--- src/rtl/load_store_unit.sv ---
// Byte/halfword/word load-store unit. Sub-word stores use read-modify-write against a word memory.
// Define LSU_MISALIGN_TRAP_EN to reject misaligned accesses instead of force-aligning them.
module load_store_unit #(
   parameter int unsigned WORD_ADDR_BITS = 16
) (
   input  logic        i_Clock,
   input  logic        i_Reset_n,
   input  logic        i_Request,
   output logic        o_Ready,
   input  logic        i_Write,
   input  logic [1:0]  i_Size,
   input  logic        i_Unsigned,
   input  logic [31:0] i_Address,
   input  logic [31:0] i_WriteData,
   output logic        o_Done,
   output logic [31:0] o_ReadData,
   output logic        o_Misaligned,
   output logic        o_MemWriteEnable,
   output logic [31:0] o_MemAddress,
   output logic [31:0] o_MemDataOut,
   input  logic [31:0] i_MemDataIn
);

   typedef enum logic [2:0] {StIdle, StIssue, StCapture, StWrite, StResp} state_e;

   state_e      state_q;
   logic [31:0] addr_q, wdata_q, rdata_q;
   logic [1:0]  size_q;
   logic        unsigned_q, write_q, done_q, misal_q;

   logic [31:0] acc_addr;
   logic [1:0]  acc_size;
   logic        acc_misal;
   logic [31:0] word_addr, load_val, store_mask, store_shifted, merged;
   logic [4:0]  shamt;
   logic [7:0]  ld_byte;
   logic [15:0] ld_half;

`ifdef LSU_MISALIGN_TRAP_EN
   assign acc_size  = i_Size;
   assign acc_addr  = i_Address;
   assign acc_misal = (i_Size == 2'b11) || (i_Size == 2'b01 && i_Address[0]) ||
                      (i_Size == 2'b10 && i_Address[1:0] != 2'b00);
`else
   // Size 11 is treated as a word; low address bits are dropped to the size boundary.
   assign acc_size  = (i_Size == 2'b11) ? 2'b10 : i_Size;
   assign acc_misal = 1'b0;
   always_comb begin
      case (acc_size)
         2'b00:   acc_addr = i_Address;
         2'b01:   acc_addr = {i_Address[31:1], 1'b0};
         default: acc_addr = {i_Address[31:2], 2'b00};
      endcase
   end
`endif

   // Low WORD_ADDR_BITS form the decoded word index; upper bits ride along untouched.
   generate
      if (WORD_ADDR_BITS >= 30) begin : g_full
         assign word_addr = {2'b00, addr_q[31:2]};
      end else begin : g_split
         assign word_addr = {2'b00, addr_q[31:WORD_ADDR_BITS+2], addr_q[WORD_ADDR_BITS+1:2]};
      end
   endgenerate

   assign shamt   = {addr_q[1:0], 3'b000};
   assign ld_byte = 8'(i_MemDataIn >> shamt);
   assign ld_half = addr_q[1] ? i_MemDataIn[31:16] : i_MemDataIn[15:0];

   always_comb begin
      load_val      = i_MemDataIn;
      store_mask    = 32'hFFFF_FFFF;
      store_shifted = wdata_q;
      case (size_q)
         2'b00: begin
            load_val      = unsigned_q ? {24'h0, ld_byte} : {{24{ld_byte[7]}}, ld_byte};
            store_mask    = 32'h0000_00FF << shamt;
            store_shifted = {24'h0, wdata_q[7:0]} << shamt;
         end
         2'b01: begin
            load_val      = unsigned_q ? {16'h0, ld_half} : {{16{ld_half[15]}}, ld_half};
            store_mask    = 32'h0000_FFFF << {addr_q[1], 4'b0000};
            store_shifted = {16'h0, wdata_q[15:0]} << {addr_q[1], 4'b0000};
         end
         default: ;
      endcase
   end

   assign merged = (i_MemDataIn & ~store_mask) | (store_shifted & store_mask);

   always_ff @(posedge i_Clock) begin
      if (!i_Reset_n) begin
         state_q    <= StIdle;
         addr_q     <= 32'h0;
         size_q     <= 2'b00;
         unsigned_q <= 1'b0;
         write_q    <= 1'b0;
         wdata_q    <= 32'h0;
         rdata_q    <= 32'h0;
         done_q     <= 1'b0;
         misal_q    <= 1'b0;
      end else begin
         done_q  <= 1'b0;
         misal_q <= 1'b0;
         case (state_q)
            StIdle: begin
               if (i_Request) begin
                  addr_q     <= acc_addr;
                  size_q     <= acc_size;
                  unsigned_q <= i_Unsigned;
                  write_q    <= i_Write;
                  wdata_q    <= i_WriteData;
                  if (acc_misal) begin
                     state_q <= StResp;
                     done_q  <= 1'b1;
                     misal_q <= 1'b1;
                  end else if (i_Write && acc_size == 2'b10) begin
                     state_q <= StWrite;
                  end else begin
                     state_q <= StIssue;
                  end
               end
            end
            StIssue: state_q <= StCapture;
            StCapture: begin
               if (write_q) begin
                  wdata_q <= merged;
                  state_q <= StWrite;
               end else begin
                  rdata_q <= load_val;
                  done_q  <= 1'b1;
                  state_q <= StResp;
               end
            end
            StWrite: begin
               done_q  <= 1'b1;
               state_q <= StResp;
            end
            StResp:  state_q <= StIdle;
            default: state_q <= StIdle;
         endcase
      end
   end

   assign o_Ready          = (state_q == StIdle);
   assign o_Done           = done_q;
   assign o_Misaligned     = misal_q;
   assign o_ReadData       = rdata_q;
   assign o_MemWriteEnable = (state_q == StWrite);
   assign o_MemDataOut     = (state_q == StWrite) ? wdata_q : 32'h0;
   assign o_MemAddress     = (state_q != StIdle) ? word_addr : 32'h0;

endmodule

--- config.mk ---
export PLATFORM = sky130hd
export DESIGN_NAME = load_store_unit
export DESIGN_NICKNAME = d
export VERILOG_FILES = /design/src/rtl/load_store_unit.sv
export SDC_FILE = /design/constraint.sdc
export NUM_CORES = 1
export LEC_CHECK = 0
export ABC_AREA = 1
export ABC_CLOCK_PERIOD_IN_PS = 2390
export CELL_PAD_IN_SITES_DETAIL_PLACEMENT = 1
export CELL_PAD_IN_SITES_GLOBAL_PLACEMENT = 2
export CORE_ASPECT_RATIO = 1.25
export CORE_MARGIN = 5
export CORE_UTILIZATION = 25
export DETAILED_ROUTE_END_ITERATION = 6
export GPL_ROUTABILITY_DRIVEN = 0
export HOLD_SLACK_MARGIN = 0.08
export PLACE_DENSITY = 0.89
export SLEW_MARGIN = 5
export SYNTH_ARGS = -nofsm -noshare
export SYNTH_HDL_FRONTEND = slang
export SYNTH_SLANG_ARGS = --single-unit
--- constraint.sdc ---
create_clock -name i_Clock -period 2.39 [get_ports i_Clock]
set_input_delay 0.478 -clock i_Clock [delete_from_list [all_inputs] [get_ports i_Clock]]
set_output_delay 0.478 -clock i_Clock [all_outputs]
set_load 0.005 [all_outputs]
; ---- After elaboration in Yosys (flattened, before gate mapping)
; Index checks and enable logic that the tools add are counted.
[totals]
output_inout_bits = 100
input_bits = 103
register_bits = 104
word_cells = 55
[op_classes]
bitwise = 5
reduce_logical = 9
mux = 19
n_shift = 5
n_eq_ne = 9
[ops]
columns = operator, count
row1 = $pmux 32 s2, 4
row2 = $mux 32, 5
row3 = $and 32x32->32, 2
row4 = $not 32->32, 1
row5 = $or 32x32->32, 1
row6 = $shl 16x5->32, 1
row7 = $shl 16x5->32 const A, 1
row8 = $shl 8x5->32, 1
row9 = $shl 8x5->32 const A, 1
row10 = $shr 32x5->8, 1
row11 = $mux 30, 1
row12 = $mux 16, 1
row13 = $pmux 3 s4, 1
row14 = $eq 3x2->1 const B, 2
row15 = $mux 3, 2
row16 = $eq 2x1->1 const B, 2
row17 = $eq 2x2->1 const B, 2
row18 = $logic_not 2->1, 2
row19 = $mux 2, 2
row20 = $ne 2x2->1 const B, 2
row21 = $pmux 2 s2, 1
row22 = $reduce_and 2->1, 2
row23 = $eq 3x1->1 const B, 1
row24 = $logic_not 3->1, 1
row25 = 7 further kinds, 7

; ---- Longest topological paths before layout
; Gate-level depths: netlist of run 1.
[depth]
word_depth = 7
ltp_mapped = 9
depth_no_buf = 9

; ---- Least setup slack after synthesis of run 1
; Ideal clock, no wire load.
[synth_timing]
kind = reg-to-output
startpoint = register state_q[2]
endpoint = output port o_MemAddress[20]
required_ns = 1.912
path_stages_with_launch = 6
n_path_buf = 1
arrival_time_ns = 1.068
slack_ns = 0.844
path_cell_list = dfxtp_1 nor2_4 nand2_1 inv_1 clkbuf_1 nor2_1
[synth_between]
elab_chain_cells = 2
[synth_lines]
columns = element, line
row1 = from (decl), 26  ; state_e state_q;
row2 = from (signal assigned), 93  ; state_q <= StIdle;
row3 = from (signal assigned), 114  ; state_q <= StResp;
row4 = from (signal assigned), 118  ; state_q <= StWrite;
row5 = $reduce_bool 3->1, 151  ; assign o_MemAddress = (state_q != StIdle) ? word_addr : 32'h0;
row6 = $mux 30, 151
row7 = to (decl), 19  ; output logic [31:0] o_MemAddress,
; Every way passes these cells.

; ---- Final worst setup path of run 1
[layout_timing]
startpoint = register state_q[2]
endpoint = output port o_MemDataOut[31]
[layout_between]
elab_chain_cells = 2
[layout_lines]
columns = element, line
row1 = $eq 3x2->1, 150  ; assign o_MemDataOut = (state_q == StWrite) ? wdata_q : 32'h0;
row2 = $mux 32, 150
row3 = to (decl), 20  ; output logic [31:0] o_MemDataOut,
; Every way passes these cells.

==> load_flow_metrics.sql, run 1 <==
INSERT INTO impl_metrics (metric_group, metric, value, unit) VALUES
('run_status', 'outcome', 'finished, final reports clean', ''),
('synthesis', 'synth-adder-area-share', '0', '%'),
('die', 'die-area', '26100', 'sq um'),
('synthesis', 'yosysTopAreaCellShare', '36.2', '%'),
('die', 'floorplan_die_height', '179', 'um'),
('worst_setup_path', 'critPathBufInv', '3', ''),
('final_layout', 'layout.cells.most_common', 'clkdlybuf4s50_1', ''),
('synthesis', 'yosys-top-cells-area', 'dfxtp_1, nand2_1, nor2_1, a21oi_1, inv_1', ''),
('timing', 'final_hold_viol_count', '0', ''),
('die', 'fp.dieW', '146', 'um'),
('final_layout', 'layout-drive-gt1-share', '7.99', '%'),
('clocking', 'cts_hold_buffers', '0', ''),
('run', 'cap_violations', '0', ''),
('global_route', 'wire_length_of_the_first_global_routing_pass', '35300', 'um'),
('placement', 'placement.io_buffers', '199', ''),
('routing', 'viasPerCell', '4.56', ''),
('final_layout', 'layout.cells.most_common_list', 'clkdlybuf4s50_1, nand2_1, nor2_1', ''),
('global_route', 'antenna_found_initial', '0', ''),
('timing', 'period_minus_slack', '2310', 'ps'),
('min_path', 'min_path_type', 'flip-flop to flip-flop', ''),
('worst_setup_path', 'end_kind', 'output pin', ''),
('clocking', 'bufs_on_longest_clock_path', '2', ''),
('placement', 'dpl-instance-area', '7980', 'sq um'),
('worst_setup_path', 'cp_top_family', 'buffers and inverters', ''),
('clocking', 'clockRootBuffer', 'clkbuf_16', ''),
('timing', 'timing_worst_slew_pin_value', '626', 'ps'),
('final_layout', 'antenna_cells', '0', ''),
('worst_setup_path', 'rrSetupSlack', '560', 'ps'),
('synthesis', 'ys_warnings', '0', ''),
('timing', 'clock-skew-final', '6.96', 'ps'),
('global_route', 'grt_max_degree', '70', ''),
('timing', 'max_freq', '432', 'MHz'),
('power', 'power.static_leakage', '3.41', 'nW'),
('synthesis', 'synth-xor-area-share', '0', '%'),
('timing', 'worst_slew_margin_rel', '58.2', '%'),
('clocking', 'cts.htree.levels', '3', ''),
('routing', 'detail_route.first_pass.iterations', '4', ''),
('placement', 'place.detailed.hpwl', '17400', 'um'),
('clocking', 'cts_made_buffers', '9', ''),
('routing', 'drt-initial-drc-count', '276', ''),
('timing', 'finalMaxSlewViolations', '0', ''),
('synthesis', 'portion_of_netlist_area_occupied_by_mux_cells', '0', '%'),
('die', 'core', '22800', 'sq um'),
('routing', 'route.final.wire_length', '22900', 'um'),
('power', 'design_power_total', '4.79', 'mW'),
('synthesis', 'synth_top_family_by_area', 'simple AND/OR/NAND/NOR gates', ''),
('synthesis', 'synth.yosys.seq_area_share', '36.2', '%'),
('final_layout', 'final_net_count', '1175', ''),
('worst_setup_path', 'path_class', 'flip-flop to output pin', ''),
('global_route', 'grt_overflow_total', '0', ''),
('synthesis', 'yosys.cell_types.count', '32', ''),
('clocking', 'clock_sinks', '104', ''),
('worst_setup_path', 'critical_path_arrival', '1830', 'ps'),
('routing', 'routed_wire_length_per_instance', '16.8', 'um'),
('power', 'p_per_area', '574', 'nW/um^2'),
('synthesis', 'synthDominantAreaCellType', 'dfxtp_1', ''),
('synthesis', 'synth_cells', '898', ''),
('synthesis', 'yosys.area_share.simple', '28.4', '%'),
('die', 'initial_core_utilization', '25.2', '%'),
('worst_setup_path', 'cp_cell_sequence', 'inv_1 > nand3_2 > buf_6 > nor2_1 > clkdlybuf4s50_1', ''),
('worst_setup_path', 'crit_path_max_fanout', '19', ''),
('routing', 'routed-via-count', '6222', ''),
('synthesis', 'syn_area', '5740', 'sq um'),
('final_layout', 'post-route-cell-area', '8340', 'sq um'),
('worst_setup_path', 'worst_path_largest_cell_delay', '540', 'ps'),
('routing', 'drt_drc_violations_left', '0', ''),
('synthesis', 'synth_compound_area_share', '21.5', '%'),
('clocking', 'tritoncts', 'yes', ''),
('synthesis', 'postSynthRegisterBits', '104', ''),
('clocking', 'clkLatencyLatePin', '360', 'ps'),
('routing', 'detail-route-antenna-nets', '0', '');
[cell type report]
| class | instances | area (sq um) |
|---|---|---|
| clock buffers | 9 | 225 |
| clock inverters | 7 | 78.8 |
| fillers | 2921 | 14500 |
| inverters | 129 | 485 |
| multi-input cells | 610 | 2900 |
| flip-flops and latches | 104 | 2080 |
| well taps | 288 | 360 |
| repair buffers | 218 | 2210 |
[path summary, 6_finish.rpt]
path	startpoint	to	cells past startpoint
min reg2reg	addr_q[31]	addr_q[31]	2
max	state_q[2]	o_MemDataOut[31]	5
min	addr_q[31]	addr_q[31]	2
max reg2reg	addr_q[0]	o_ReadData[23]	7
[tightest hold or removal path: cells and delay by family (launching register included)]
| kind | cells | cell delay, ps |
|---|---|---|
| flops | 1 | 300 |
| buf+inv | 1 | 60 |
| compound gates | 1 | 50 |
[cell usage after synthesis]
library cell	count
conb_1	1
a22oi_1	1
inv_2	7
buf_2	19
clkinv_2	1
or2_2	8
nand2_1	161
nand3_4	2
o21bai_1	16
inv_1	121
o21a_1	8
nand3b_1	1
a21oi_1	92
nand3_2	1
clkbuf_1	23
dfxtp_1	104
nand4_1	8
a21oi_2	2
nor2_1	128
nor2_2	9
buf_1	1
o21ai_1	19
a211oi_1	1
a21oi_4	1
nand2_2	6
buf_6	3
o21ai_0	89
o211ai_1	1
nand2_4	2
buf_4	11
nor2_4	4
nand3_1	47
[routing by layer]
metal	wire (um)	up-vias	global-route usage [%]
li1	-	3175	-
met3	1030	20	2.77
met5	0	-	0
met2	11100	151	28.9
met4	395	0	4.82
met1	10300	2876	21.6
[per-stage QoR]
| step | cells | hold WS, ps | setup slack [ps] | util [%] | setup TNS, ps |
|---|---|---|---|---|---|
| after floorplan | 900 | 430 | 844 | - | 0 |
| final | 1365 | 457 | 77.6 | 36.6 | 0 |
| after global placement | 1348 | 439 | 254 | 35.0 | 0 |
| after detailed placement | 1348 | 447 | 234 | 35.0 | 0 |
| after global routing | 1365 | 478 | -8.66 | 36.6 | -26.5 |
| after CTS | 1364 | 459 | 24.3 | 36.4 | 0 |
[logic make-up after synthesis]
family / Yosys count
AND/OR/NAND/NOR: 377
buffers and inverters: 186
other: 1
AO/OA/AOI/OAI: 230
flip-flops: 104
[repair_timing]
item | in CTS | in global routing
setup endpoints to repair | 25 | 47
gates resized for setup | 1 | 16
setup buffers | 0 | 1
[power breakdown]
group,switching [mW],internal [mW]
registers,0.105,1.90
logic,0.665,0.537
clock network,0.753,0.830
total,1.52,3.26
No activity file was read; power rests on OpenSTA's default activity.
==> inputs of run 2 (changes only) <==
--- a/config.mk
+++ b/config.mk
@@ -10,7 +10,6 @@
 export CELL_PAD_IN_SITES_DETAIL_PLACEMENT = 1
 export CELL_PAD_IN_SITES_GLOBAL_PLACEMENT = 2
 export CORE_ASPECT_RATIO = 1.25
-export CORE_MARGIN = 5
 export CORE_UTILIZATION = 25
 export DETAILED_ROUTE_END_ITERATION = 6
 export GPL_ROUTABILITY_DRIVEN = 0
==> load_flow_metrics.sql, run 2 (synthesis gave the netlist of run 1 again) <==
INSERT INTO impl_metrics (metric_group, metric, value, unit) VALUES
('run_status', 'outcome', 'finished, final reports clean', ''),
('worst_setup_path', 'path_class', 'flip-flop to output pin', ''),
('worst_setup_path', 'worst_path_max_delay_cell', 'clkdlybuf4s50_1', ''),
('routing', 'drt_drc_violations_left', '0', ''),
('routing', 'detail_route_met3_wl', '1320', 'um'),
('clocking', 'cts.htree.levels', '3', ''),
('placement', 'placement.io_buffers', '199', ''),
('final_layout', 'layout.cells.most_common', 'clkdlybuf4s50_1', ''),
('routing', 'drt-met1-wl', '9710', 'um'),
('die', 'initial_core_utilization', '25.7', '%'),
('final_layout', 'synth_to_final_area_change', '43.7', '%'),
('routing', 'detail_route.first_pass.iterations', '4', ''),
('timing', 'totalNegativeSetupSlack', '0', 'ps'),
('die', 'floorplan_die_height', '171', 'um'),
('worst_setup_path', 'worst_path_largest_cell_delay', '540', 'ps'),
('clocking', 'cts_made_buffers', '9', ''),
('die', 'die-area', '23600', 'sq um'),
('routing', 'routed_wire_length_per_instance', '16.5', 'um'),
('global_route', 'first_global_vias', '6293', ''),
('final_layout', 'fillers', '2857', ''),
('placement', 'place_worst_setup_slack', '295', 'ps'),
('timing', 'final_hold_viol_count', '0', ''),
('clocking', 'tritoncts', 'yes', ''),
('timing', 'timing_worst_slew_pin_value', '594', 'ps'),
('placement', 'placedCellCount', '1341', ''),
('timing', 'fin_ws', '66.4', 'ps'),
('die', 'placement_rows', '61', ''),
('worst_setup_path', 'cp_cell_sequence', 'nand3_1 > buf_12 > nor2_1 > clkdlybuf4s50_1', ''),
('min_path', 'min_path_type', 'flip-flop to flip-flop', ''),
('routing', 'top_signal_layer_used', 'met4', ''),
('timing', 'final.hold.worst_slack', '452', 'ps'),
('run', 'cap_violations', '0', ''),
('final_layout', 'layout.cells.most_common_list', 'clkdlybuf4s50_1, nand2_1, nor2_1', ''),
('power', 'power.static_leakage', '3.25', 'nW'),
('die', 'floorplan.io_pins', '203', ''),
('worst_setup_path', 'crit_path_max_fanout', '35', ''),
('timing', 'clock-skew-final', '6.08', 'ps'),
('routing', 'detail-route-antenna-nets', '0', ''),
('placement', 'place.detailed.hpwl', '17000', 'um'),
('routing', 'viasPerCell', '4.62', ''),
('global_route', 'grt_max_degree', '61', ''),
('die', 'core', '22400', 'sq um'),
('power', 'vdd.ir_drop.worst', '0.360', 'mV'),
('final_layout', 'final_net_count', '1174', ''),
('clocking', 'clkLatencyLatePin', '360', 'ps'),
('worst_setup_path', 'start_kind', 'flip-flop', ''),
('timing', 'period_minus_slack', '2320', 'ps'),
('final_layout', 'antenna_cells', '0', ''),
('global_route', 'grt_overflow_total', '0', ''),
('routing', 'routed-via-count', '6272', ''),
('die', 'fp.dieW', '138', 'um'),
('global_route', 'grt.total_usage', '19.0', '%'),
('clocking', 'bufs_on_longest_clock_path', '2', ''),
('routing', 'drt-initial-drc-count', '219', ''),
('clocking', 'clockRootBuffer', 'clkbuf_16', ''),
('timing', 'max_freq', '430', 'MHz'),
('routing', 'route.final.wire_length', '22400', 'um'),
('power', 'design_power_total', '4.65', 'mW'),
('final_layout', 'final-instance-count-excl-fill', '1359', ''),
('clocking', 'clk_transition_reported_paths', '70', 'ps'),
('worst_setup_path', 'cp.required', '1910', 'ps'),
('timing', 'finalMaxSlewViolations', '0', ''),
('worst_setup_path', 'critical_path_arrival', '1850', 'ps'),
('clocking', 'clock_sinks', '104', ''),
('timing', 'timing.final.setup_violations', '0', ''),
('global_route', 'wire_length_of_the_first_global_routing_pass', '34000', 'um'),
('worst_setup_path', 'end_kind', 'output pin', ''),
('timing', 'rsz0062_at_grt', 'false', ''),
('timing', 'worst_slew_margin_rel', '60.3', '%'),
('timing', 'post-route-period-util', '97.2', '%'),
('power', 'p_per_area', '563', 'nW/um^2'),
('global_route', 'antenna_found_initial', '0', ''),
('final_layout', 'layout-drive-gt1-share', '7.25', '%'),
('routing', 'detailroute.wirelength.met2', '10800', 'um');
[run 2: cell types whose count changed in the layout (fill, tap and decap cells not counted), sizes merged]
cell	before	now
bufinv	1	0
dlymetal6s2s	8	0
clkinv	3	4
buf	20	19
clkdlybuf4s50	190	198
inv	131	129
clkbuf	9	11
[run 2: power breakdown]
group	leakage [nW]	internal [mW]	total [mW]	switching, mW
registers	0.855	1.90	2.00	0.0993
clock network	0.136	0.736	1.45	0.715
logic	2.26	0.539	1.20	0.662
total	3.25	3.17	4.65	1.48
[run 2: worst max-delay path: cells and delay by family (launching register included)]
| kind | cells | cell delay, ps |
|---|---|---|
| buffers and inverters | 2 | 750 |
| DFF | 1 | 400 |
| and+or+nand+nor | 2 | 330 |
[run 2: timing repair]
| item | 4_1_cts | 5_1_grt |
|---|---|---|
| endpoints found under the setup margin | 3 | 6 |
| hold buffers | 0 | 0 |
| pin swaps | 0 | 1 |
| gates resized for setup | 1 | 0 |
| buffers inserted | 0 | 2 |
[run 2: per-stage QoR]
step,cell area [sq um],utilization [%]
floorplan,5750,-
global placement,7960,35.6
detailed placement,7960,35.6
CTS,8240,36.8
global route,8250,36.9
finish,8250,36.9
[run 2: layout make-up]
| class | instances | area, sq um | share of cell area (%) |
|---|---|---|---|
| multi-input combinational | 610 | 2880 | 34.9 |
| timing repair buffer | 217 | 2170 | 26.3 |
| sequential | 104 | 2080 | 25.2 |
| inverter | 129 | 485 | 5.88 |
| tap | 283 | 354 | 4.29 |
| clock buffer | 11 | 243 | 2.94 |
| clock inverter | 5 | 31.3 | 0.379 |
[run 2: metal layers]
metal	vias to the layer above	track usage, %
li1	3173	-
met1	2908	23.3
met2	169	32.8
met3	22	3.09
met4	0	6.93
met5	-	0
[run 2: path summary, 6_finish.rpt]
path                                 start  cells past startpoint              end  slack (ps)
worst max-delay path            state_q[0]                      4  o_MemDataOut[4]          70
worst min-delay path            addr_q[17]                      2       addr_q[17]         450
worst max register to register  state_q[0]                      8        flip-flop         540
worst min register to register  addr_q[17]                      2       addr_q[17]         450
